$ cat src/rtl/trig_detect.sv
// Scope trigger detector: registers ADC samples toward the capture FIFO and fires a
// one-cycle trigger on a hysteresis-qualified level crossing, with arming and holdoff control.
module trig_detect #(
    parameter int unsigned DATA_SIZE    = 12,
    parameter int unsigned HOLD_W       = 16,
    parameter int unsigned AUTO_TIMEOUT = 4096
) (
    input  logic                 w_clk_i,
    input  logic                 rst,
    input  logic                 sample_valid_i,
    input  logic [DATA_SIZE-1:0] sample_i,
    input  logic [DATA_SIZE-1:0] level_i,
    input  logic [DATA_SIZE-1:0] hyst_i,
    input  logic                 edge_i,
    input  logic [1:0]           mode_i,
    input  logic                 arm_i,
    input  logic                 force_i,
    input  logic [HOLD_W-1:0]    holdoff_i,
    input  logic                 fifo_full_i,
    output logic [DATA_SIZE-1:0] w_data_o,
    output logic                 trigger_o,
    output logic                 armed_o,
    output logic                 busy_o
);

    localparam int unsigned AUTO_W = (AUTO_TIMEOUT > 1) ? $clog2(AUTO_TIMEOUT) : 1;
    localparam logic [AUTO_W-1:0]    AUTO_LAST = AUTO_W'(AUTO_TIMEOUT - 1);
    localparam logic [AUTO_W-1:0]    AUTO_ONE  = AUTO_W'(1);
    localparam logic [HOLD_W-1:0]    HOLD_ONE  = HOLD_W'(1);
    localparam logic [DATA_SIZE:0]   DATA_MAX  = {1'b0, {DATA_SIZE{1'b1}}};
    localparam logic [1:0]           MODE_SINGLE = 2'd0;
    localparam logic [1:0]           MODE_AUTO   = 2'd2;

    typedef enum logic [2:0] {
        StIdle,
        StArmPre,
        StArmCross,
        StCapture,
        StHoldoff
    } state_e;

    state_e              state_q, state_d;
    logic                trigger_d;
    logic [AUTO_W-1:0]   auto_cnt_q, auto_cnt_d;
    logic [HOLD_W-1:0]   hold_cnt_q, hold_cnt_d;
    logic                full_q;
    logic                rearm_block_q, rearm_block_d;

    logic [DATA_SIZE:0]  level_x, hyst_x, sample_x, hi_sum, thr_lo, thr_hi;
    logic                left_band, crossed, full_rise, auto_wrap, auto_fire, fire;

    // Thresholds are one bit wider so the band can be clamped instead of wrapping.
    assign level_x  = {1'b0, level_i};
    assign hyst_x   = {1'b0, hyst_i};
    assign sample_x = {1'b0, sample_i};
    assign hi_sum   = level_x + hyst_x;
    assign thr_lo   = (hyst_x > level_x) ? '0 : level_x - hyst_x;
    assign thr_hi   = (hi_sum > DATA_MAX) ? DATA_MAX : hi_sum;

    assign left_band = edge_i ? (sample_x > thr_hi) : (sample_x < thr_lo);
    assign crossed   = edge_i ? (sample_i <= level_i) : (sample_i >= level_i);
    assign full_rise = fifo_full_i & ~full_q;
    assign auto_wrap = (auto_cnt_q == AUTO_LAST);
    assign auto_fire = (mode_i == MODE_AUTO) && sample_valid_i && auto_wrap;
    assign fire      = force_i || auto_fire ||
                       ((state_q == StArmCross) && sample_valid_i && crossed);

    always_comb begin
        state_d       = state_q;
        trigger_d     = 1'b0;
        auto_cnt_d    = auto_cnt_q;
        hold_cnt_d    = hold_cnt_q;
        // A completed single shot stays disarmed until arm_i is released.
        rearm_block_d = rearm_block_q & arm_i;
        unique case (state_q)
            StIdle: begin
                if (arm_i && !rearm_block_q) begin
                    state_d    = StArmPre;
                    auto_cnt_d = '0;
                end
            end
            StArmPre, StArmCross: begin
                if (!arm_i) begin
                    state_d = StIdle;
                end else if (fire) begin
                    state_d    = StCapture;
                    trigger_d  = 1'b1;
                    auto_cnt_d = '0;
                end else begin
                    if (sample_valid_i) begin
                        auto_cnt_d = auto_wrap ? '0 : auto_cnt_q + AUTO_ONE;
                    end
                    if ((state_q == StArmPre) && sample_valid_i && left_band) begin
                        state_d = StArmCross;
                    end
                end
            end
            StCapture: begin
                if (full_rise) begin
                    if (mode_i == MODE_SINGLE) begin
                        state_d       = StIdle;
                        rearm_block_d = arm_i;
                    end else begin
                        state_d    = StHoldoff;
                        hold_cnt_d = holdoff_i;
                    end
                end
            end
            StHoldoff: begin
                if ((hold_cnt_q == '0) || (sample_valid_i && (hold_cnt_q == HOLD_ONE))) begin
                    hold_cnt_d = '0;
                    if (arm_i) begin
                        state_d    = StArmPre;
                        auto_cnt_d = '0;
                    end else begin
                        state_d = StIdle;
                    end
                end else if (sample_valid_i) begin
                    hold_cnt_d = hold_cnt_q - HOLD_ONE;
                end
            end
            default: begin
                state_d = StIdle;
            end
        endcase
    end

    always_ff @(posedge w_clk_i or negedge rst) begin
        if (!rst) begin
            state_q       <= StIdle;
            auto_cnt_q    <= '0;
            hold_cnt_q    <= '0;
            full_q        <= 1'b0;
            rearm_block_q <= 1'b0;
            w_data_o      <= '0;
            trigger_o     <= 1'b0;
            armed_o       <= 1'b0;
            busy_o        <= 1'b0;
        end else begin
            state_q       <= state_d;
            auto_cnt_q    <= auto_cnt_d;
            hold_cnt_q    <= hold_cnt_d;
            full_q        <= fifo_full_i;
            rearm_block_q <= rearm_block_d;
            if (sample_valid_i) begin
                w_data_o <= sample_i;
            end
            trigger_o <= trigger_d;
            armed_o   <= (state_d == StArmPre) || (state_d == StArmCross);
            busy_o    <= (state_d == StCapture) || (state_d == StHoldoff);
        end
    end

endmodule

$ cat config.mk
export PLATFORM = sky130hd
export DESIGN_NAME = trig_detect
export DESIGN_NICKNAME = d
export VERILOG_FILES = /design/src/rtl/trig_detect.sv
export SDC_FILE = /design/constraint.sdc
export NUM_CORES = 1
export LEC_CHECK = 0
export BUFFER_PORTS_ARGS = -buffer_cell sky130_fd_sc_hd__clkbuf_2
export CORE_MARGIN = 4
export CORE_UTILIZATION = 55
export DETAILED_ROUTE_END_ITERATION = 8
export PLACE_DENSITY = 0.77
export RECOVER_POWER = 50
export SKIP_CTS_REPAIR_TIMING = 1
export SYNTH_ARGS = -nofsm -noshare
export SYNTH_HDL_FRONTEND = slang
export SYNTH_SLANG_ARGS = --single-unit
$ cat constraint.sdc
create_clock -name w_clk_i -period 2.9 [get_ports w_clk_i]
set_input_delay 0.29 -clock w_clk_i [delete_from_list [all_inputs] [get_ports w_clk_i]]
set_output_delay 0.29 -clock w_clk_i [all_outputs]
set_load 0.05 [all_outputs]
Word level (Yosys, flattened, before mapping)
Cells that the tools add are included.
{ "op_classes": {"magnitude_cmp": 6, "n_reduce_logical": 22, "n_eq_ne": 19, "n_shift": 0, "n_addsub": 4, "n_mux": 32, "multipliers": 0, "div": 0, "bitwise": 3} }
{ "ops": {"columns": ["cell", "count"], "rows": [
  ["12-bit 2-to-1 mux", 7],
  ["16-bit 2-to-1 mux", 4],
  ["12-bit case mux with 3 select lines", 1],
  ["16-bit case mux with 2 select lines", 1],
  ["13-bit 2-to-1 mux", 2],
  ["3-bit 2-to-1 mux", 7],
  ["16-bit by 1-bit == test with 1-bit output (second input constant)", 1],
  ["16-bit zero test", 1],
  ["16-bit by 1-bit subtractor with 16-bit output (second input constant)", 1],
  ["12-bit by 12-bit adder with 13-bit output", 1],
  ["12-bit by 13-bit > comparator with 1-bit output", 1],
  ["13-bit by 12-bit > comparator with 1-bit output (second input constant)", 1],
  ["12-bit by 13-bit less-than comparator with 1-bit output", 1],
  ["12-bit by 12-bit subtractor with 13-bit output", 1],
  ["12-bit by 1-bit adder with 12-bit output (second input constant)", 1],
  ["12-bit == test (second input constant)", 1],
  ["3-bit by 2-bit == test with 1-bit output (second input constant)", 4],
  ["12-bit >= comparator", 1],
  ["12-bit > comparator", 1],
  ["12-bit <= comparator", 1],
  ["2-bit inequality test (second input constant)", 6],
  ["3-bit case mux with 4 select lines", 1],
  ["1-bit 2-to-1 mux", 9],
  ["1-bit logical AND", 8],
  ["15 further kinds", 23]
]} }
{ "word_totals": {"wordCells": 95, "output_inout_bits": 15, "ramBits": 0, "input_bits": 61, "latch_bits": 0, "regBits": 48, "memories": 0, "romBits": 0} }

Logic depth before layout (Yosys ltp)
Gate-level depths: netlist of the first run.
{ "logic_depth": {"word_depth": 12, "depth_mapped": 22, "depth_no_buf": 22} }

Worst setup path before layout of the first run
OpenSTA, ideal clock, no wires.
{ "synth_path": {"kind": "input to register", "from": "input level_i[0]", "to": "register armed_o", "required_time_ns": 2.820, "path_stages": 20, "arrival_time_ns": 3.865, "n_path_buf": 1, "slack_ns": -1.045, "setup_time_ns": 0.080, "cell_sequence": "ha_1 -> inv_1 -> fa_1 -> o21bai_1 -> a21oi_1 -> o21bai_1 -> a2111oi_1 -> nor3_1 -> o31ai_1 -> a21oi_1 -> buf_2 -> nor3b_1 -> ha_1 -> nand3_1 -> or3_1 -> a211o_1 -> a31oi_1 -> a211oi_2 -> a31oi_1 -> xnor2_1"} }
{ "synth_via": {"elab_chain_cells": 12, "elab_cells_between_ends": 22, "cone_classes": "add/sub: 2; order compare: 6; eq/ne: 2; mux: 8; reduce/logical: 4"} }
{ "synth_rtl": {"columns": ["item", "line", "source"], "rows": [
  ["from (decl)", "12", "input logic [DATA_SIZE-1:0] level_i,"],
  ["12-bit by 12-bit adder with 13-bit output", "56", "assign hi_sum = level_x + hyst_x;"],
  ["13-bit by 12-bit > comparator with 1-bit output", "58", "assign thr_hi = (hi_sum > DATA_MAX) ? DATA_MAX : hi_sum;"],
  ["13-bit 2-to-1 mux", "58", null],
  ["12-bit by 13-bit > comparator with 1-bit output", "60", "assign left_band = edge_i ? (sample_x > thr_hi) : (sample_x < thr_lo);"],
  ["1-bit 2-to-1 mux", "60", null],
  ["1-bit logical AND", "93", "if ((state_q == StArmPre) && sample_valid_i && left_band) begin"],
  ["3-bit 2-to-1 mux", "93", null],
  ["3-bit 2-to-1 mux *", "85", "end else if (fire) begin"],
  ["3-bit 2-to-1 mux *", "83", "if (!arm_i) begin"],
  ["3-bit case mux with 4 select lines *", "75", "unique case (state_q)"],
  ["3-bit by 1-bit == test with 1-bit output / 3-bit by 2-bit == test with 1-bit output (equally long branches)", "149", "armed_o <= (state_d == StArmPre) || (state_d == StArmCross);"],
  ["1-bit logical OR *", "149", null],
  ["to (signal assigned)", "149", null],
  ["to (decl)", "22", "output logic armed_o,"]
]} }
Every way passes the cells marked *; elsewhere a longest branch is shown, timed or not.
A chain may end at the register's enable or synchronous reset.

Final worst setup path of the first run
{ "layout_path": {"from": "input hyst_i[1]", "to": "register armed_o"} }
{ "layout_via": {"elab_chain_cells": 12, "elab_cells_between_ends": 17, "cone_classes": "add/sub: 2; order compare: 4; eq/ne: 2; mux: 7; reduce/logical: 2"} }
{ "layout_rtl": {"columns": ["item", "line", "source"], "rows": [
  ["from (decl)", "13", "input logic [DATA_SIZE-1:0] hyst_i,"],
  ["12-bit by 12-bit adder with 13-bit output", "56", null],
  ["13-bit by 12-bit > comparator with 1-bit output", "58", null],
  ["13-bit 2-to-1 mux", "58", null],
  ["12-bit by 13-bit > comparator with 1-bit output", "60", null],
  ["1-bit 2-to-1 mux *", "60", null],
  ["1-bit logical AND *", "93", null],
  ["3-bit 2-to-1 mux *", "93", null],
  ["3-bit 2-to-1 mux *", "85", null],
  ["3-bit 2-to-1 mux *", "83", null],
  ["3-bit case mux with 4 select lines *", "75", null],
  ["via state_d[1]", "42", "state_e state_q, state_d;"],
  ["3-bit by 1-bit == test with 1-bit output / 3-bit by 2-bit == test with 1-bit output (equally long branches)", "149", null],
  ["1-bit logical OR *", "149", null]
]} }
The timed path passes the listed nets; every way through them passes the cells marked *.

==> flow_summary.yaml, run 1 <==
yosys:
  synth_top_area_share_pct: 25.68
  synthCells: 585
  synth_cell_types: 65
  synth_commonest_cells: "ha_1, nor2_1, inv_1"
  ys_ff_latch: 48
  yosys_warnings: 0
  synth.avg_cell_area_um2: 7.997
  synth-seq-area-share_pct: 25.68
  synth_fp_nets: 710
  synth_flop_cell: "dfrtp_1"
  synth_area_leader_cell: "dfrtp_1"
  synth_area_leaders: "dfrtp_1, ha_1, a21oi_1, nor2_1, inv_1"
  synth.cell_area_um2: 4678
  yosysMostFrequentCell: "ha_1"
  synth_edf_count: 0
  synthArstFlopShare_pct: 100.0
die:
  start_util_pct: 56.65
  die_h_um: 100.2
  ios: 76
  die_width_um: 100.2
  row_count: 33
  die-area_um2: 10050
  core-area_um2: 8258
setup_path:
  r2r.worst_path.cells: 8
  crit_type: "in -> reg"
  cp_data_arrival_time_ns: 3.99
  cp-end-kind: "flip-flop"
  critPathLaunchType: "primary input"
  worst-endpoint-required_ns: 3.13
  worstPathMaxFanout: 3
clocking:
  cts-buffers-inserted: 5
  root_buffer: "clkbuf_8"
  cts.sinks: 48
  clockBufferDepth: 2
  cts_max_level: 2
  cts_tree: "built"
  clk_latency_ns: 0.31
  clkTransAtPathRegs_ns: 0.09
power_and_ir_drop:
  p_leak_nw: 2.878
  pwr-share-comb_pct: 56.3
  p_per_area_nw_per_um2: 539.3
  max-vdd-ir-drop_uv: 438.8
  seqPwrFrac_pct: 31.8
  internal-power_mw: 1.760
  clockPowerShare_pct: 11.9
  p_sw_mw: 1.466
  p_sw_share_pct: 45.45
global_routing:
  use_met2_pct: 44.55
  grtUsageMet3_pct: 3.614
  grt_usage_pct: 24.96
  antenna_found_initial: 0
  globalRouteOverflowTotal: 0
  grt.busiest_layer: "met2"
  grt_pass1_wl_mm: 20.86
  grt_pass1_vias: 4817
  gr-usage-met1_pct: 31.58
  grt_max_degree: 37
cells_and_area:
  multi_input_comb_area_um2: 3402
  antenna_cells: 0
  drive_gt1_share_pct: 29.88
  fin_area_um2: 5982
  syn_to_final_growth_pct: 27.87
  nets: 848
  register_area_um2: 1201
  fillers: 656
routing:
  ant_nets: 0
  drt_iter0_markers: 365
  post-route-drc-count: 0
  routedWlPerCell_um: 15.75
  dr.pass1.iters: 5
  via_count: 4906
  routed_wl_mm: 13.04
  via_per_inst: 5.925
outcome:
  status: "finished, violations left"
  violations: "max-capacitance violations, max-slew violations, negative setup slack"
place:
  post_dp_cell_area_um2: 5669
  portBuffers: 75
  finalWeightedCongestion: 0.8929
  place_hpwl_mm: 10.06
  pre_cts_slack_ns: -1.310
sta:
  fmax_mhz: 265.9
  fin_crit_ns: 3.761
  maxSlewHeadroom_pct: -26.00
  setup_ws_ns: -0.8609
  final_hold_viol_count: 0
  setup_viol: 4
  skew_ns: 0.009760
  slew_viol_final: 37
  worst_hold_slack_ns: 0.1265
  rsz0062_at_grt: "yes"
  tightest_slew_ns: 1.890
  fin_crit_sh_pct: 129.7
job:
  drv_cap: 1
min_path:
  whs_path_depth: 1
  hold_class: "in -> reg"
-- critical path: stages --
cell,delay [ns]
clkbuf_2,0.10
inv_2,0.06
ha_1,0.31
nor2b_1,0.06
o21bai_1,0.24
a21oi_2,0.10
o211ai_1,0.28
a2111oi_1,0.14
buf_4,0.15
or3_4,0.39
a21oi_2,0.16
nor3b_2,0.06
ha_1,0.30
nand3_2,0.11
or3_4,0.36
a211o_1,0.25
a31oi_2,0.19
a211oi_2,0.07
o22a_1,0.21
inv_2,0.07
xnor2_1,0.11
-- registers in the layout (all words and copies together) (netlist names) --
register       cells
hold_cnt_q        16
auto_cnt_q        12
w_data_o          12
state_q            3
armed_o            1
busy_o             1
full_q             1
rearm_block_q      1
trigger_o          1
-- power groups by stage --
| stage | clock network (mW) | registers, mW | logic [mW] |
|---|---|---|---|
| 2_1_floorplan | 0 | 1.08 | 1.14 |
| 3_3_place_gp | 0 | 1.02 | 1.63 |
| 3_5_place_dp | 0 | 1.03 | 1.70 |
| 4_1_cts | 0.388 | 1.02 | 1.71 |
| 5_1_grt | 0.417 | 1.06 | 2.02 |
| 6_report | 0.383 | 1.03 | 1.82 |
-- cell usage in the layout, fill, tap and decap left out, types with 5 or more instances in the layout --
master | synthesis | final
xnor2_1 | 9 | 9
a21o_1 | 7 | 7
clkbuf_2 | 0 | 71
inv_1 | 56 | 52
nor2_1 | 60 | 57
clkbuf_8 | 0 | 5
nor2b_1 | 8 | 6
a31oi_1 | 14 | 12
nor4_1 | 5 | 5
nand3_1 | 17 | 16
o21ai_1 | 20 | 21
ha_1 | 62 | 58
and3_1 | 11 | 11
o21a_1 | 7 | 7
a32oi_1 | 5 | 5
dfrtp_1 | 48 | 48
o21ai_0 | 32 | 28
a21oi_2 | 0 | 8
xor2_1 | 6 | 6
nand2b_1 | 7 | 7
nand4_1 | 6 | 6
a21oi_1 | 52 | 44
nand2_1 | 29 | 28
mux2_2 | 13 | 12
buf_4 | 1 | 74
nor3_1 | 17 | 16
-- final timing paths --
check	start	endpoint	slack (ns)
min in group asynchronous	rst	auto_cnt_q[0]	0.49
setup reg to reg	hold_cnt_q[10]	auto_cnt_q[11]	0.11
hold reg to reg	auto_cnt_q[3]	auto_cnt_q[3]	0.51
setup / recovery	hyst_i[1]	armed_o	-0.86
max in group asynchronous	rst	w_data_o[1]	0.98
hold / removal	fifo_full_i	full_q	0.13
-- metrics by stage --
| step | cells | utilization [%] | setup TNS (ns) | power, mW |
|---|---|---|---|---|
| 2_1_floorplan | 585 | - | -2.839 | 2.228 |
| 3_3_place_gp | 814 | 68.65 | -4.348 | 2.650 |
| 3_5_place_dp | 814 | 68.65 | -4.995 | 2.736 |
| 4_1_cts | 821 | 69.59 | -3.817 | 3.119 |
| 5_1_grt | 828 | 72.44 | -3.974 | 3.491 |
| 6_report | 828 | 72.44 | -3.248 | 3.226 |
-- metal layers --
metal	wire length [um]	share of wire (%)
met3	674	5.2
met5	0	0
met4	281	2.2
met2	6544	50
met1	5537	42
-- cell type report --
| class | count | area share (%) |
|---|---|---|
| clock inverter | 1 | 0.08366 |
| tap | 105 | 2.196 |
| inverter | 56 | 3.514 |
| clock buffer | 6 | 1.213 |
| sequential | 48 | 20.08 |
| multi-input combinational | 461 | 56.87 |
| timing repair buffer | 151 | 16.04 |
-- cell families (layout without fill, tap and decap cells) --
kind of cell | Yosys count | in the layout | share of synthesized area (%)
AND/OR/NAND/NOR | 187 | 187 | 20.09
adder cells (fa/ha/maj) | 64 | 64 | 17.44
flip-flops | 48 | 48 | 25.68
XOR/XNOR | 15 | 15 | 2.808
multiplexers | 13 | 13 | 3.129
AO/OA/AOI/OAI | 182 | 182 | 24.39
buffers and inverters | 76 | 214 | 6.472
Note: power is estimated with default switching activity, not from simulation.
==> run 2: changes to the inputs <==
==> constraint.sdc (replaced) <==
create_clock -name w_clk_i -period 2.9 [get_ports w_clk_i]
set_input_delay 0 -clock w_clk_i [delete_from_list [all_inputs] [get_ports w_clk_i]]
set_output_delay 0 -clock w_clk_i [all_outputs]
set_load 0.05 [all_outputs]
==> flow_summary.yaml, run 2 (same netlist as run 1, synthesis figures left out) <==
routing:
  dr.pass1.iters: 6
  via_per_inst: 5.866
  routedWlPerCell_um: 15.37
  ant_nets: 0
  drt_iter0_markers: 234
  via_count: 4939
  routed_wl_mm: 12.94
  post-route-drc-count: 0
cells_and_area:
  layout_common_cells: "buf_4, nor2_1, ha_1"
  syn_to_final_growth_pct: 30.86
  fillers: 648
  fin_area_um2: 6122
  drive_gt1_share_pct: 27.41
  regMostFlops: "hold_cnt_q"
  largest_reg_flops: 16
  multi_input_comb_area_um2: 3391
  register_area_um2: 1201
  layout_commonest_cell: "buf_4"
  nets: 861
  antenna_cells: 0
  top_regs: "hold_cnt_q x16, auto_cnt_q x12, w_data_o x12"
setup_path:
  worst-endpoint-required_ns: 3.08
  crit_type: "in -> reg"
  cp_data_arrival_time_ns: 3.67
  cp-end-kind: "flip-flop"
  worstPathMaxFanout: 6
  critPathLaunchType: "primary input"
outcome:
  violations: "negative hold slack, max-capacitance violations, max-slew violations, negative setup slack"
  status: "finished, violations left"
die:
  die_width_um: 100.2
  start_util_pct: 56.65
  row_count: 33
  die-area_um2: 10050
  core-area_um2: 8258
  die_h_um: 100.2
  ios: 76
global_routing:
  grt_pass1_wl_mm: 21.02
  globalRouteOverflowTotal: 0
  grt_pass1_vias: 4813
  antenna_found_initial: 0
  grt_usage_pct: 24.87
  grt_max_degree: 37
place:
  finalWeightedCongestion: 0.8683
  portBuffers: 75
  pre_cts_slack_ns: -1.062
  post_dp_cell_area_um2: 5677
  place_hpwl_mm: 9.963
sta:
  worst_hold_slack_ns: -0.03529
  rsz0062_at_grt: "yes"
  setup_ws_ns: -0.5921
  final_hold_viol_count: 3
  fmax_mhz: 286.4
  maxSlewHeadroom_pct: -30.22
  fin_crit_ns: 3.492
  tightest_slew_ns: 1.953
  skew_ns: 0.009885
  slew_viol_final: 37
  fin_setup_tns_ns: -2.126
  fin_crit_sh_pct: 120.4
  setup_viol: 4
clocking:
  cts_tree: "built"
  clockBufferDepth: 2
  cts-buffers-inserted: 5
  clkTransAtPathRegs_ns: 0.09
  cts.sinks: 48
  cts_max_level: 2
  clk_latency_ns: 0.30
  root_buffer: "clkbuf_8"
min_path:
  hold_class: "in -> reg"
power_and_ir_drop:
  p_per_area_nw_per_um2: 543.3
  fin_total_pwr_mw: 3.326
  max-vdd-ir-drop_uv: 457.6
  p_leak_nw: 2.899
job:
  drv_cap: 1
[run 2: cell count changes in the layout (fill, tap and decap cells not counted), moves of 3 or more]
cell,previous run,this run
a21oi_2,8,5
dlygate4sd3_1,0,12
clkbuf_1,4,18
a21oi_1,44,47
clkbuf_2,71,55
[run 2: worst max-delay path, stage by stage]
cell and delay [ns]:
buf_8 0.10, ha_4 0.15, inv_2 0.05, fa_2 0.20
o21bai_1 0.09, a21oi_2 0.18, o21bai_2 0.11, a2111oi_4 0.41
nor3_2 0.11, o31ai_2 0.28, a21oi_2 0.13, buf_6 0.16
nor2_2 0.10, ha_1 0.24, nor2b_1 0.14, o21a_1 0.19
o21ai_2 0.12, a211o_1 0.14, a31oi_1 0.08, a211oi_2 0.28
o22a_1 0.23, inv_2 0.06, xnor2_1 0.12
[run 2: where the power goes]
part | total, mW | switching (mW) | internal [mW]
Clock | 0.477 | 0.221 | 0.256
Sequential | 1.02 | 0.174 | 0.849
Combinational | 1.83 | 1.07 | 0.753
Total | 3.33 | 1.47 | 1.86
[run 2: per-layer routing]
layer  track usage (%)  vias up  wire (um)
met2             43.73      148       6572
met4             5.181        0        159
li1                  -     2406          -
met1             32.68     2366       5515
met5                 0        -          0
met3             3.266       19        695
[run 2: layout make-up]
type                    instances  area share [%]
clock buffers                   6           1.185
well taps                     105           2.146
flip-flops and latches         48           19.62
multi-input cells             461           55.39
repair buffers                164           17.62
inverters                      56           3.474
clock inverters                 2          0.5722
[run 2: worst paths after layout]
| check | to | slack [ns] | depth (start not counted) | startpoint |
|---|---|---|---|---|
| max in group asynchronous | hold_cnt_q[5] | 1.00 | 2 | rst |
| min in group asynchronous | auto_cnt_q[9] | 0.77 | 2 | rst |
| worst max register to register | armed_o | 0.26 | 8 | hold_cnt_q[10] |
| worst min register to register | auto_cnt_q[5] | 0.51 | 1 | auto_cnt_q[5] |
| worst min-delay path | hold_cnt_q[6] | -0.04 | 3 | holdoff_i[6] |
| worst max-delay path | armed_o | -0.59 | 23 | level_i[0] |
[run 2: metrics by stage]
step | std cells | util [%]
after floorplan | 585 | -
after global placement | 815 | 68.74
after detailed placement | 815 | 68.74
after CTS | 823 | 70.05
after global routing | 842 | 74.14
final | 842 | 74.14
